**src/rtl/ps2_pkg.sv**
```systemverilog
// Shared types and constants for the PS/2 scan-code receiver.
// Frame FSM states, prefix bytes and keyb_char field positions.
package ps2_pkg;

    typedef enum logic [1:0] {
        IDLE,
        DATA,
        PARITY,
        STOP
    } ps2_state_t;

    localparam logic [7:0] PS2_EXT = 8'hE0;
    localparam logic [7:0] PS2_BRK = 8'hF0;

    localparam int VALID_BIT = 31;
    localparam int ERR_BIT   = 11;
    localparam int OVF_BIT   = 10;
    localparam int EXT_BIT   = 9;
    localparam int BRK_BIT   = 8;

    localparam int ENTRY_W = 10;

endpackage

```
**src/rtl/sync_fifo.sv**
```systemverilog
// First-word fall-through FIFO holding {ext, brk, code} key events.
// Tracks a sticky overflow flag for pushes dropped while full.
module sync_fifo #(
    parameter int WIDTH = 10,
    parameter int DEPTH = 8
) (
    input  logic             clk,
    input  logic             reset,
    input  logic             push,
    input  logic             pop,
    input  logic [WIDTH-1:0] din,
    output logic [WIDTH-1:0] dout,
    output logic             empty,
    output logic             full,
    output logic             overflow
);

    localparam int AW = $clog2(DEPTH);

    logic [WIDTH-1:0] mem [DEPTH];
    logic [AW-1:0]    wr_ptr;
    logic [AW-1:0]    rd_ptr;
    logic [AW:0]      count;
    logic             do_push;
    logic             do_pop;

    assign empty = (count == '0);
    assign full  = (count == (AW+1)'(DEPTH));

    // A pop frees a slot, so a push into a full FIFO is accepted alongside it.
    assign do_pop  = pop & ~empty;
    assign do_push = push & (~full | do_pop);

    assign dout = mem[rd_ptr];

    always_ff @(posedge clk) begin
        if (!reset) begin
            wr_ptr   <= '0;
            rd_ptr   <= '0;
            count    <= '0;
            overflow <= 1'b0;
        end else begin
            if (do_push)
                wr_ptr <= wr_ptr + 1'b1;
            if (do_pop)
                rd_ptr <= rd_ptr + 1'b1;
            if (do_push && !do_pop)
                count <= count + 1'b1;
            else if (!do_push && do_pop)
                count <= count - 1'b1;
            if (push && !do_push)
                overflow <= 1'b1;
        end
    end

    always_ff @(posedge clk) begin
        if (do_push)
            mem[wr_ptr] <= din;
    end

endmodule

```
**src/rtl/ps2_scancode_rx.sv**
```systemverilog
// PS/2 keyboard receiver: pin sync, frame FSM, watchdog and prefix folding.
// Presents the oldest key event as the CPU-visible keyb_char word.
module ps2_scancode_rx
    import ps2_pkg::*;
#(
    parameter int FIFO_DEPTH     = 8,
    parameter int TIMEOUT_CYCLES = 20000
) (
    input  logic        clk,
    input  logic        reset,
    input  logic        ps2_clk,
    input  logic        ps2_data,
    input  logic        rd_en,
    output logic [31:0] keyb_char,
    output logic        empty,
    output logic        full
);

    localparam int WD_W = $clog2(TIMEOUT_CYCLES + 1);

    logic clk_q1, clk_q2, clk_q3;
    logic dat_q1, dat_q2;
    logic fall;

    ps2_state_t state, state_next;
    logic [2:0]      bit_cnt;
    logic [7:0]      shreg;
    logic            par_bit;
    logic [WD_W-1:0] wd_cnt;
    logic            timeout;
    logic            frame_done;
    logic            frame_ok;

    logic         ext, brk, err;
    logic         good, bad, is_prefix;
    logic         push;
    logic [ENTRY_W-1:0] head;
    logic         ovf;

    always_ff @(posedge clk) begin
        if (!reset) begin
            clk_q1 <= 1'b1;
            clk_q2 <= 1'b1;
            clk_q3 <= 1'b1;
            dat_q1 <= 1'b1;
            dat_q2 <= 1'b1;
        end else begin
            clk_q1 <= ps2_clk;
            clk_q2 <= clk_q1;
            clk_q3 <= clk_q2;
            dat_q1 <= ps2_data;
            dat_q2 <= dat_q1;
        end
    end

    assign fall    = clk_q3 & ~clk_q2;
    assign timeout = (state != IDLE) && (wd_cnt >= WD_W'(TIMEOUT_CYCLES));

    always_comb begin
        state_next = state;
        frame_done = 1'b0;
        frame_ok   = 1'b0;
        if (timeout) begin
            state_next = IDLE;
        end else if (fall) begin
            unique case (state)
                IDLE:   if (!dat_q2) state_next = DATA;
                DATA:   if (bit_cnt == 3'd7) state_next = PARITY;
                PARITY: state_next = STOP;
                STOP: begin
                    state_next = IDLE;
                    frame_done = 1'b1;
                    frame_ok   = dat_q2 & (^{shreg, par_bit});
                end
            endcase
        end
    end

    always_ff @(posedge clk) begin
        if (!reset) begin
            state   <= IDLE;
            bit_cnt <= '0;
            shreg   <= '0;
            par_bit <= 1'b0;
            wd_cnt  <= '0;
        end else begin
            state <= state_next;
            if (state == IDLE || fall)
                wd_cnt <= '0;
            else
                wd_cnt <= wd_cnt + 1'b1;
            if (fall && !timeout) begin
                unique case (state)
                    IDLE:   bit_cnt <= '0;
                    DATA: begin
                        shreg   <= {dat_q2, shreg[7:1]};
                        bit_cnt <= bit_cnt + 1'b1;
                    end
                    PARITY: par_bit <= dat_q2;
                    STOP:   ;
                endcase
            end
        end
    end

    assign good      = frame_done & frame_ok;
    assign bad       = frame_done & ~frame_ok;
    assign is_prefix = (shreg == PS2_EXT) || (shreg == PS2_BRK);
    assign push      = good & ~is_prefix;

    always_ff @(posedge clk) begin
        if (!reset) begin
            ext <= 1'b0;
            brk <= 1'b0;
            err <= 1'b0;
        end else if (bad) begin
            ext <= 1'b0;
            brk <= 1'b0;
            err <= 1'b1;
        end else if (good) begin
            if (shreg == PS2_EXT) begin
                ext <= 1'b1;
            end else if (shreg == PS2_BRK) begin
                brk <= 1'b1;
            end else begin
                ext <= 1'b0;
                brk <= 1'b0;
            end
        end
    end

    sync_fifo #(
        .WIDTH (ENTRY_W),
        .DEPTH (FIFO_DEPTH)
    ) u_fifo (
        .clk      (clk),
        .reset    (reset),
        .push     (push),
        .pop      (rd_en),
        .din      ({ext, brk, shreg}),
        .dout     (head),
        .empty    (empty),
        .full     (full),
        .overflow (ovf)
    );

    // Storage is not cleared on reset, so the event fields are masked when empty.
    always_comb begin
        keyb_char            = '0;
        keyb_char[VALID_BIT] = ~empty;
        keyb_char[ERR_BIT]   = err;
        keyb_char[OVF_BIT]   = ovf;
        if (!empty)
            keyb_char[EXT_BIT:0] = head;
    end

endmodule

```
**config.mk**
```make
export PLATFORM = sky130hd
export DESIGN_NAME = ps2_scancode_rx
export DESIGN_NICKNAME = d
export VERILOG_FILES = /design/src/rtl/ps2_pkg.sv /design/src/rtl/sync_fifo.sv /design/src/rtl/ps2_scancode_rx.sv
export SDC_FILE = /design/constraint.sdc
export NUM_CORES = 1
export LEC_CHECK = 0
export BUFFER_PORTS_ARGS = -buffer_cell sky130_fd_sc_hd__buf_2
export CAP_MARGIN = 10
export CORE_UTILIZATION = 35
export CTS_CLUSTER_SIZE = 24
export DETAILED_ROUTE_END_ITERATION = 8
export MAX_ROUTING_LAYER = met4
export SLEW_MARGIN = 15
export SYNTH_ARGS = -nofsm -noshare
export SYNTH_HDL_FRONTEND = slang
export SYNTH_SLANG_ARGS = --single-unit
```
**constraint.sdc**
```tcl
create_clock -name clk -period 4.1 [get_ports clk]
set_input_delay 0.41 -clock clk [delete_from_list [all_inputs] [get_ports clk]]
set_output_delay 0.41 -clock clk [all_outputs]
set_load 0.03 [all_outputs]
```
Yosys cells after proc, flatten, opt, wreduce, memory -nomap -nowiden
Memories as Yosys holds them, arrays and structs flattened. A register that Yosys moved wholly into a read port is not among the register bits.
Cells that the tools add are included.
{"block": "word_totals", "memories": 1, "mem_bits_rw": 80, "inputBits": 5, "register_bits": 48, "wordCells": 95, "out_inout_bits": 34}
{"name": "u_fifo.mem", "words": 8, "word_bits": 10, "read_ports": 1, "rd_clocked_by_memory_dff": 1, "wr": 1, "line_no": "sync_fifo.sv:20", "text": "logic [WIDTH-1:0] mem [DEPTH];"}
{"block": "classes", "n_eq_ne": 10, "n_mux": 20, "add_sub_neg": 6, "bitwise_logic": 15, "order_cmp": 1, "reduce_logical": 25}
{"cell": "$eq A8 B8 Y1 const B", "count": 2}
{"cell": "$add A15 B1 Y15 const B", "count": 1}
{"cell": "$ge A15 B15 Y1 const B", "count": 1}
{"cell": "$mux W1", "count": 11}
{"cell": "$mux W10", "count": 1}
{"cell": "$reduce_and A2 Y1", "count": 5}
{"cell": "$add A3 B1 Y3 const B", "count": 3}
{"cell": "$reduce_xor A9 Y1", "count": 1}
{"cell": "$mux W4", "count": 2}
{"cell": "$pmux W2 S4", "count": 1}
{"cell": "$and A1 B1 Y1", "count": 7}
{"cell": "$not A1 Y1", "count": 7}
{"cell": "$mux W3", "count": 2}
{"cell": "$ne A2 B2 Y1 const B", "count": 3}
{"cell": "$pmux W3 S2", "count": 1}
{"cell": "$reduce_bool A2 Y1", "count": 3}
{"cell": "$reduce_or A2 Y1", "count": 3}
{"cell": "$logic_and A1 B1 Y1", "count": 5}
{"cell": "$add A4 B1 Y4 const B", "count": 1}
{"cell": "$eq A2 B2 Y1 const B", "count": 2}
{"cell": "$eq A4 B4 Y1 const B", "count": 1}
{"cell": "$logic_not A4 Y1", "count": 1}
{"cell": "$mux W2", "count": 2}
{"cell": "$sub A4 B1 Y4 const B", "count": 1}
{"cell": "7 further kinds", "count": 10}

Depth between registers and ports, before layout
Gate-level depths: netlist of run 1.
{"block": "logic_depth", "depth_word": 12, "ltp_mapped": 15, "ltp_nobuf": 15}

Hierarchy
A second synthesis of run 1 with hierarchy kept.
{"block": "unflattened", "hier_cells": 407, "hier_area_um2": 5611.6}
{"mod": "sync_fifo", "area_per_inst_um2": 3707.3, "instances": 1, "seq_area_each_um2": 2682.6, "cells_each": 192}
{"mod": "ps2_scancode_rx", "area_per_inst_um2": 1904.3, "instances": 1, "seq_area_each_um2": 740.7, "cells_each": 215}

Least setup slack after synthesis of run 1
No wires, ideal clock.
{"block": "synth_path", "path_type": "reg-to-reg", "startpoint": "register shreg[2]", "endpoint": "register u_fifo.count[3]", "period_less_slack_ns": 2.980, "required_time_ns": 4.029, "path_buffers": 0, "path_stages_with_launch": 14, "setup_slack_ns": 1.120, "t_arrival_ns": 2.909, "setup_ns": 0.071, "cell_sequence": "dfxtp_1 -> xnor2_1 -> xnor3_2 -> xnor2_4 -> nand3_4 -> inv_2 -> ha_1 -> inv_1 -> ha_1 -> a21o_1 -> a21oi_1 -> xnor2_1 -> or3_1 -> a21oi_1"}
{"block": "synth_via", "elab_chain_len": 11, "elab_cells_between_ends": 17, "cone_classes": "eq/ne: 2; mux: 4; bitwise: 5; reduce/logical: 6"}
{"item": "start: declaration", "line_no": "ps2_scancode_rx.sv:27", "text": "logic [7:0] shreg;"}
{"item": "start signal: assignment", "line_no": "ps2_scancode_rx.sv:96", "text": "shreg <= {dat_q2, shreg[7:1]};"}
{"item": "$reduce_xor A9 Y1", "line_no": "ps2_scancode_rx.sv:73", "text": "frame_ok = dat_q2 & (^{shreg, par_bit});"}
{"item": "$and A1 B1 Y1", "line_no": "ps2_scancode_rx.sv:73"}
{"item": "$mux W1", "line_no": "ps2_scancode_rx.sv:66", "text": "unique case (state)"}
{"item": "$mux W1", "line_no": "ps2_scancode_rx.sv:65", "text": "end else if (fall) begin"}
{"item": "$mux W1", "line_no": "ps2_scancode_rx.sv:63", "text": "if (timeout) begin"}
{"item": "$and A1 B1 Y1", "line_no": "ps2_scancode_rx.sv:106", "text": "assign good = frame_done & frame_ok;"}
{"item": "$and A1 B1 Y1 (*)", "line_no": "ps2_scancode_rx.sv:109", "text": "assign push = good & ~is_prefix;"}
{"item": "$and A1 B1 Y1 (*)", "line_no": "sync_fifo.sv:32", "text": "assign do_push = push & (~full | do_pop);"}
{"item": "named net u_fifo.do_push", "line_no": "sync_fifo.sv:24", "text": "logic do_push;"}
{"item": "$logic_not A1 Y1", "line_no": "sync_fifo.sv:49", "text": "else if (!do_push && do_pop)"}
{"item": "$logic_and A1 B1 Y1", "line_no": "sync_fifo.sv:49"}
{"item": "$reduce_bool A2 Y1 (no line)"}
{"item": "end signal: assignment", "line_no": "sync_fifo.sv:48", "text": "count <= count + 1'b1;"}
{"item": "end signal: assignment", "line_no": "sync_fifo.sv:50", "text": "count <= count - 1'b1;"}
{"item": "end: declaration", "line_no": "sync_fifo.sv:23", "text": "logic [AW:0] count;"}
Mark *: on every way through the listed nets, which the timed path passes. The rest lies on a longest branch.
A chain may end at the register's enable or synchronous reset.

Worst setup path in the final report of run 1
{"block": "layout_path", "startpoint": "register shreg[7]", "endpoint": "register u_fifo.count[3]"}
Same word-level chain as after synthesis.

==> results.toml, run 1 <==
[setup_path]
criticalPathCategory = "flop to flop"
slowest_delay_ns = 0.53
cp-endpoint = "u_fifo.count[3]$_SDFFE_PN0P_"
arrival_ns = 3.72
cp.required_ns = 4.43
worst-path-max-fanout = 12
regToRegEndpoint = "u_fifo.count[3]$_SDFFE_PN0P_"
startpoint = "shreg[7]$_SDFFE_PN0P_"
r2r_cells = 13
slowest_stage = "dfxtp_1"
r2r_start = "shreg[7]$_SDFFE_PN0P_"
cp-end-kind = "flop"
crit_path_cell_trace = "or3b_1 > nor4_1 > a211oi_2 > nand3_4 > inv_2 > ha_1 > inv_1 > ha_1 > a21o_1 > a21oi_1 > xnor2_1 > or3_1 > a21oi_1"
r2r_slack_ns = 0.71
worstSetupStartpointType = "flop"

[power]
leakagePower_uw = 0.00227
p_per_area_nw_per_um2 = 549
max-vdd-ir-drop_mv = 0.382

[synth]
synth-seq-area-share_pct = 61.0
synth-xor-area-share_pct = 4.17
ys_seq_elements = 131
syn-instance-count = 408
async_flop_share_pct = 0
yosys_most_used_dff = "edfxtp_1"
synthMuxAreaShare_pct = 12.3
synthSimpleGateAreaFrac_pct = 10.3
synth_top_family_by_area = "multiplexers"
yosysWarnings = 0
avgSynthCellArea_um2 = 13.7
synth-compound-area-share_pct = 3.90
synthAdderAreaFrac_pct = 3.26
synthesis.area_um2 = 5610
synth_cell_types = 46
synth_enable_flop_cells = 80

[clocking]
clockBufferDepth = 2
numCtsBuffers = 17
cts_setup_buffers = 0
clock_sinks = 131
hold_buffers = 0
cts.reportedPaths.clkPinSlew_ns = 0.05
h-tree-depth = 4
clk_latency_ns = 0.41
cts_tree = "yes"
post_cts_resized = 0
clockRootBuffer = "clkbuf_16"

[die]
rows = 45
die_h_um = 129
core_area_um2 = 15400
start_util_pct = 36.4
num_io_pins = 39
die-area_um2 = 16500
die_w_um = 129

[finish]
layout_common_cells = "80 x edfxtp_1, 51 x dfxtp_1, 43 x nor2_1"
nets = 455
drive_above_1_share_pct = 20.0
layout_commonest_cell = "edfxtp_1"
area_delta_synth_final_pct = 15.1
fillers = 1444
diodes = 0

[min_path]
hold_class = "primary input to flop"
hold_start = "ps2_data"

[sta]
setup_violations = 0
tightestPinTransition_ns = 1.11
holdWs_ns = 0.183
relSlewSlack_pct = 26.1
min_period_ns = 3.39
max_freq_mhz = 295
finalCritPeriodShare_pct = 82.7
final_max_slew_viol_count = 0
final.setup.tns_ns = 0
finalHoldViolations = 0
finClkSkew_ns = 0.0119
rsz0062_at_grt = "false"

[place]
routabilityCongestion = 0.729
io_buffers = 19
place_hpwl_mm = 6.54

[global_routing]
grt_pass1_wl_mm = 16.4
antenna_found_initial = 0
track_usage_pct = 14.1
grt_max_degree = 23
grt-ovfl-total = 0
grt_pass1_vias = 3124

[drt]
drt_iter0_drc = 175
routed_wl_mm = 10.3
routed_via_density = 4.74
drc = 0
ant_nets = 0
drtPass1Iterations = 4
vias = 3131
avgRoutedWirePerCell_um = 15.6

[status]
run_status = "finished clean"

[run]
max_cap_violations = 0
[stage by stage]
stage | area [µm²] | util (%) | total power, µW | cells | worst slack, ns
floorplan | 5680 | - | 2040 | 426 | 1.12
global placement | 5910 | 38.3 | 2190 | 628 | 0.830
detailed placement | 5910 | 38.3 | 2210 | 628 | 0.728
CTS | 6460 | 41.8 | 3590 | 660 | 0.707
global route | 6460 | 41.8 | 3700 | 660 | 0.443
finish | 6460 | 41.8 | 3550 | 660 | 0.711
[how the worst min path moves through the flow]
| stage | slack (ns) | to | depth (start not counted) |
|---|---|---|---|
| final | 0.18 | dat_q1$_SDFF_PN1_ | 2 |
| after CTS | 0.17 | dat_q1$_SDFF_PN1_ | 2 |
| after detailed placement | 0.39 | clk_q2$_SDFF_PN1_ | 1 |
| after global placement | 0.39 | dat_q2$_SDFF_PN1_ | 1 |
| after global routing | 0.17 | dat_q1$_SDFF_PN1_ | 2 |
| after floorplan | 0.39 | clk_q2$_SDFF_PN1_ | 1 |
[metal layers]
| layer | routed length (µm) | share of wire (%) | GRT usage, % |
|---|---|---|---|
| met5 | 0 | 0 | - |
| met4 | 80 | 0.78 | 5.12 |
| met3 | 367 | 3.6 | 4.24 |
| met2 | 4920 | 48 | 21.6 |
| met1 | 4920 | 48 | 17.6 |
[kinds of logic (layout without fill, tap and decap cells)]
| logic type | Yosys count | after routing |
|---|---|---|
| other cells | 1 | 19 |
| mux | 44 | 44 |
| fa+ha+maj | 14 | 14 |
| simple gates | 110 | 110 |
| compound gates | 35 | 35 |
| xor+xnor | 22 | 22 |
| buf+inv | 51 | 74 |
| flops | 131 | 131 |
[layout make-up]
type / instances / area, µm² / area share [%]
repair buffers: 28 / 163 / 2.52
clock buffers: 19 / 433 / 6.71
flip-flops and latches: 131 / 3420 / 53.0
multi-input cells: 244 / 2010 / 31.1
well taps: 211 / 264 / 4.09
clock inverters: 13 / 114 / 1.76
inverters: 14 / 52.6 / 0.814
[sequential cells by signal, indices dropped and copies added (netlist names), 2 cells and up, named ones only]
signal and count:
shreg 8, u_fifo.count 4, wd_cnt 15, u_fifo.mem 80, bit_cnt 3, u_fifo.rd_ptr 3, u_fifo.wr_ptr 3, state 2
[critical path: cells and delay by family, from the launching register on]
kind,cells,cell delay [ns]
compound gates,4,0.60
xor+xnor,1,0.10
fa+ha+maj,2,0.46
simple gates,4,1.40
buf+inv,2,0.21
flops,1,0.53
[Yosys cell counts (all sizes together) (3+ instances only)]
cell type,count,share of area [%]
nor4,4,0.56
nor4b,3,0.96
xnor2,11,2.2
nand2b,9,1.0
or3,5,0.56
buf,28,3.4
mux4,20,8.0
xor2,10,1.6
nand3,11,1.2
nor2,43,2.9
nand2,15,1.0
mux2i,24,4.3
nor3,7,0.62
clkbuf,9,0.62
edfxtp,80,43
o2111ai,3,0.47
nand4,5,0.56
inv,14,0.94
o21ai,9,0.80
o21a,4,0.54
a21oi,12,1.1
ha,13,2.9
nor2b,3,0.33
dfxtp,51,18
[power by group]
| part | switching, µW | internal (µW) |
|---|---|---|
| registers | 40.6 | 1410 |
| clock network | 549 | 831 |
| logic | 451 | 263 |
| total | 1040 | 2510 |
Power figures use the tool's default switching activity.
==> run 2: changes to the inputs <==
Clock period 4.1 ns to 3.2 ns, I/O delays scaled along.
==> run 2 against run 1 <==
Sequential share of layout area is 1.2 points lower. Clock power is 31% higher. Critical endpoint unchanged. Via count is 2.5% higher. Clock skew is 0.0045 ns lower. Critical path depth stayed put. Worst hold slack worse by 0.085 ns. Critical path type unchanged. Register-to-register slack worse by 0.49 ns. Sequential power is 28% higher.
==> results.toml, run 2 (synthesis gave the netlist of run 1 again) <==
[finish]
top_regs = "u_fifo.mem: 80 flops, wd_cnt: 15 flops, shreg: 8 flops"
seqCellArea_um2 = 3420
fillers = 1439
largest_register_ffs = 80
multiInputGateArea_um2 = 2040
diodes = 0
drive_above_1_share_pct = 24.0
layout_common_cells = "80 x edfxtp_1, 50 x dfxtp_1, 43 x nor2_1"
area_delta_synth_final_pct = 17.9
largest_register = "u_fifo.mem"
layout_commonest_cell = "edfxtp_1"
fin_util_pct = 42.9
nets = 469

[global_routing]
grt_max_degree = 23
track_usage_pct = 14.2
grt_pass1_vias = 3218
grt_pass1_wl_mm = 16.6
antenna_found_initial = 0
grt-ovfl-total = 0

[clocking]
hold_buffers = 0
cts_tree = "yes"
clockBufferDepth = 2
numCtsBuffers = 17
clockRootBuffer = "clkbuf_16"
clk_latency_ns = 0.41
h-tree-depth = 4
clock_sinks = 131
cts.reportedPaths.clkPinSlew_ns = 0.05

[die]
start_util_pct = 36.4
core_area_um2 = 15400
die-area_um2 = 16500
rows = 45
die_w_um = 129
die_h_um = 129
num_io_pins = 39

[setup_path]
arrival_ns = 3.31
criticalPathCategory = "flop to flop"
r2r_start = "shreg[3]$_SDFFE_PN0P_"
worstSetupStartpointType = "flop"
r2r_cells = 13
cp-end-kind = "flop"
slowest_delay_ns = 0.50
slowest_stage = "xnor3_2"
crit_path_cell_trace = "xnor2_1 > xnor3_2 > xnor2_4 > nand3_4 > inv_4 > ha_2 > inv_1 > ha_1 > a21o_1 > a21oi_1 > xnor2_1 > or3_1 > a21oi_1"
cp.required_ns = 3.53
regToRegEndpoint = "u_fifo.count[3]$_SDFFE_PN0P_"
worst-path-max-fanout = 5
r2r_slack_ns = 0.22

[sta]
setup_slack_ns = 0.223
finalCritPeriodShare_pct = 93.0
final_max_slew_viol_count = 0
holdWs_ns = 0.0975
min_period_ns = 2.98
finalHoldViolations = 0
max_freq_mhz = 336
tightestPinTransition_ns = 0.768
finClkSkew_ns = 0.00741
relSlewSlack_pct = 48.7
setup_violations = 0

[drt]
ant_nets = 0
drt_iter0_drc = 200
drc = 0
avgRoutedWirePerCell_um = 15.4
routed_via_density = 4.76
vias = 3208
routed_wl_mm = 10.3
drtPass1Iterations = 4

[power]
leakagePower_uw = 0.00235
p_per_area_nw_per_um2 = 694
power_uw = 4590
max-vdd-ir-drop_mv = 0.430

[min_path]
hold_class = "primary input to flop"
min_to = "clk_q1$_SDFF_PN1_"
hold_start = "ps2_clk"
worstHoldPathCells = 2

[place]
dpl_worst_slack_ns = 0.212
place_hpwl_mm = 6.79
routabilityCongestion = 0.778
io_buffers = 19

[run]
max_cap_violations = 0

[status]
run_status = "finished clean"
## run 2: critical path, delay by kind of cell (launching register included)
kind	cells	cell delay, ns
AOI/OAI and AO/OA	3	0.49
DFF	1	0.32
buffers and inverters	2	0.18
adders and majority gates	2	0.46
and+or+nand+nor	2	0.42
xor gates and xnor gates	4	1.03
## run 2: metrics by stage
step / cell area (µm²) / cells / setup TNS (ns)
finish: 6610 / 674 / 0
global route: 6610 / 674 / -0.00637
CTS: 6550 / 673 / 0
detailed placement: 5990 / 641 / 0
global placement: 5990 / 641 / 0
floorplan: 5680 / 426 / 0
## run 2: power breakdown
part	internal (µW)	switching, µW	total (µW)	leakage, µW
registers	1810	44.0	1850	0.00114
clock network	1120	682	1810	0.000261
logic	341	585	926	0.000948
## run 2: timing repair
item	CTS	global route
buffers inserted	0	1
resized for setup	0	12
endpoints found under the setup margin	0	1
## run 2: metal layers
| metal | up-vias | share of wire (%) | global-route usage, % |
|---|---|---|---|
| met5 | - | 0 | - |
| met4 | 0 | 1.8 | 6.23 |
| met3 | 17 | 3.4 | 4.28 |
| met2 | 58 | 47 | 21.3 |
| met1 | 1591 | 48 | 17.8 |
| li1 | 1542 | - | - |
## run 2: how the worst max path moves through the flow
stage,startpoint,to,slack (ns),depth (start not counted)
floorplan,shreg[2]$_SDFFE_PN0P_,u_fifo.count[3]$_SDFFE_PN0P_,0.22,13
global placement,wd_cnt[8]$_SDFF_PP0_,u_fifo.count[3]$_SDFFE_PN0P_,0.31,13
detailed placement,state[0]$_SDFFE_PP0P_,u_fifo.count[3]$_SDFFE_PN0P_,0.21,15
CTS,state[0]$_SDFFE_PP0P_,u_fifo.count[3]$_SDFFE_PN0P_,0.17,15
global route,wd_cnt[5]$_SDFF_PP0_,u_fifo.count[3]$_SDFFE_PN0P_,-0.006,13
finish,shreg[3]$_SDFFE_PN0P_,u_fifo.count[3]$_SDFFE_PN0P_,0.22,13
## run 2: final cells by class
| class | instances | area share (%) |
|---|---|---|
| clock buffers | 23 | 7.23 |
| multi-input cells | 244 | 30.8 |
| flip-flops and latches | 131 | 51.8 |
| clock inverters | 9 | 1.25 |
| repair buffers | 42 | 4.05 |
| well taps | 211 | 3.99 |
| inverters | 14 | 0.833 |
==> run 3: changes to the inputs <==
Settings changed: SETUP_SLACK_MARGIN set to 0.4.
==> run 3 against run 2 <==
Register-to-register slack improved by 0.26 ns. Clock skew up 0.0050 ns. Highest routed layer unchanged. Critical path depth stayed put. Global-route usage grew 0.45 points. Power is essentially flat. Non-clock buffer count grew 2. Count of clock-buffer cells in the layout decreased by 5. Sequential power hardly changed.
==> results.toml, run 3 (synthesis gave the netlist of run 1 again) <==
[status]
run_status = "finished clean"

[sta]
setup_violations = 0
min_period_ns = 2.72
tightestPinTransition_ns = 0.739
relSlewSlack_pct = 50.7
finalCritPeriodShare_pct = 84.8
finClkSkew_ns = 0.0124
setup_slack_ns = 0.485
rsz0062_at_grt = "true"
final_max_slew_viol_count = 0
max_freq_mhz = 368
finalHoldViolations = 0
final.setup.tns_ns = 0

[die]
start_util_pct = 36.4
core_area_um2 = 15400
rows = 45
die_h_um = 129
num_io_pins = 39
die-area_um2 = 16500
die_w_um = 129

[setup_path]
crit_path_cell_trace = "nor4_4 > o2111ai_2 > a211oi_4 > nand3_4 > inv_4 > ha_4 > inv_2 > ha_4 > a21o_1 > a21oi_2 > xnor2_1 > or3_1 > a21oi_2"
r2r_slack_ns = 0.48
path_delay_family = "compound AO/OA/AOI/OAI gates"
regToRegEndpoint = "u_fifo.count[3]$_SDFFE_PN0P_"
arrival_ns = 3.08
criticalPathCategory = "flop to flop"
worst-path-max-fanout = 3
cp-end-kind = "flop"
worstSetupStartpointType = "flop"
path_buf_inv = 2
slowest_stage = "dfxtp_4"
r2r_cells = 13
slowest_delay_ns = 0.36
cp.required_ns = 3.56
r2r_start = "wd_cnt[5]$_SDFF_PP0_"

[clocking]
clockRootBuffer = "clkbuf_16"
clock_sinks = 131
cts.reportedPaths.clkPinSlew_ns = 0.06
numCtsBuffers = 17
clk_latency_ns = 0.42
cts_tree = "yes"
h-tree-depth = 4
clockBufferDepth = 2

[finish]
layout_common_cells = "80 x edfxtp_1, 43 x nor2_1, 40 x dfxtp_1"
stdcell_count = 676
nets = 471
top_regs = "u_fifo.mem: 80 flops, wd_cnt: 15 flops, shreg: 8 flops"
largest_register_ffs = 80
largest_register = "u_fifo.mem"
layout_commonest_cell = "edfxtp_1"
drive_above_1_share_pct = 27.5
area_delta_synth_final_pct = 19.1
diodes = 0
fin_util_pct = 43.3

[place]
dpl_worst_slack_ns = 0.185
routabilityCongestion = 0.782
io_buffers = 19
dp.cells = 636
place_hpwl_mm = 6.88

[power]
leakagePower_uw = 0.00239
p_per_area_nw_per_um2 = 687
max-vdd-ir-drop_mv = 0.393

[min_path]
min_to = "dat_q1$_SDFF_PN1_"
hold_class = "primary input to flop"
worstHoldPathCells = 2
hold_start = "ps2_data"

[drt]
top_layer = "met4"
drt_iter0_drc = 137
met2_length_mm = 5.31
vias = 3206
drc = 0
avgRoutedWirePerCell_um = 16.0
routed_wl_mm = 10.8
met1_length_mm = 5.04
drtPass1Iterations = 4
ant_nets = 0
route.met3.wl_um = 343
routed_via_density = 4.74

[global_routing]
grt_max_degree = 23
grt_pass1_vias = 3236
grt_pass1_wl_mm = 17.1
track_usage_pct = 14.7
antenna_found_initial = 0
grt-ovfl-total = 0

[run]
max_cap_violations = 0
-- run 3: cell count changes in the layout (fill, tap and decap cells not counted), moves of 3 or more --
| cell | previous run | this run |
|---|---|---|
| clkbuf_8 | 3 | 0 |
| clkinv_1 | 0 | 3 |
| clkinv_4 | 0 | 3 |
| clkinvlp_4 | 5 | 1 |
| dfxtp_1 | 50 | 40 |
| dfxtp_2 | 1 | 5 |
| dfxtp_4 | 0 | 6 |
-- run 3: worst register-to-register path: stages, from the launching register on --
cell and delay, ns:
dfxtp_4 0.36, nor4_4 0.31, o2111ai_2 0.22, a211oi_4 0.33, nand3_4 0.13, inv_4 0.10
ha_4 0.13, inv_2 0.06, ha_4 0.20, a21o_1 0.16, a21oi_2 0.13, xnor2_1 0.09
or3_1 0.32, a21oi_2 0.12
-- run 3: report_power, final --
part / internal, µW / switching, µW / leakage, µW
registers: 1810 / 62.0 / 0.00115
clock network: 1060 / 721 / 0.000267
logic: 361 / 581 / 0.000974
-- run 3: through the flow --
| step | instance area (µm²) | power, µW | hold slack (ns) |
|---|---|---|---|
| after floorplan | 5720 | 2630 | 0.386 |
| after global placement | 6000 | 2840 | 0.389 |
| after detailed placement | 6000 | 2850 | 0.396 |
| after CTS | 6630 | 4630 | 0.0668 |
| after global routing | 6680 | 4780 | 0.0873 |
| final | 6680 | 4590 | 0.0850 |
-- run 3: worst max path at each step --
stage / startpoint / end / slack [ns] / cells past startpoint
after floorplan: shreg[3]$_SDFFE_PN0P_ / u_fifo.mem[0][0]$_DFFE_PP_ / 0.39 / 5
after global placement: shreg[4]$_SDFFE_PN0P_ / u_fifo.count[3]$_SDFFE_PN0P_ / 0.27 / 13
after detailed placement: shreg[4]$_SDFFE_PN0P_ / u_fifo.count[3]$_SDFFE_PN0P_ / 0.18 / 13
after CTS: shreg[5]$_SDFFE_PN0P_ / u_fifo.count[3]$_SDFFE_PN0P_ / 0.35 / 13
after global routing: wd_cnt[5]$_SDFF_PP0_ / u_fifo.count[3]$_SDFFE_PN0P_ / 0.30 / 13
final: wd_cnt[5]$_SDFF_PP0_ / u_fifo.count[3]$_SDFFE_PN0P_ / 0.48 / 13
-- run 3: layout make-up --
class	instances	area, µm²
flip-flops and latches	131	3450
multi-input cells	244	2080
inverters	14	55.1
fillers	1430	8750
well taps	211	264
repair buffers	44	283
clock inverters	14	113
clock buffers	18	429
-- run 3: per-layer routing --
| layer | vias to the layer above | track usage (%) |
|---|---|---|
| met3 | 12 | 4.24 |
| met4 | 0 | 5.74 |
| met1 | 1607 | 17.9 |
| met2 | 48 | 23.1 |
| li1 | 1539 | - |
| met5 | - | - |
-- run 3: timing repair --
action | 4_1_cts | 5_1_grt
pin swaps | 3 | 8
hold buffers | 0 | 0
buffers inserted | 5 | 3
setup endpoints to repair | 5 | 1
resized for setup | 10 | 10
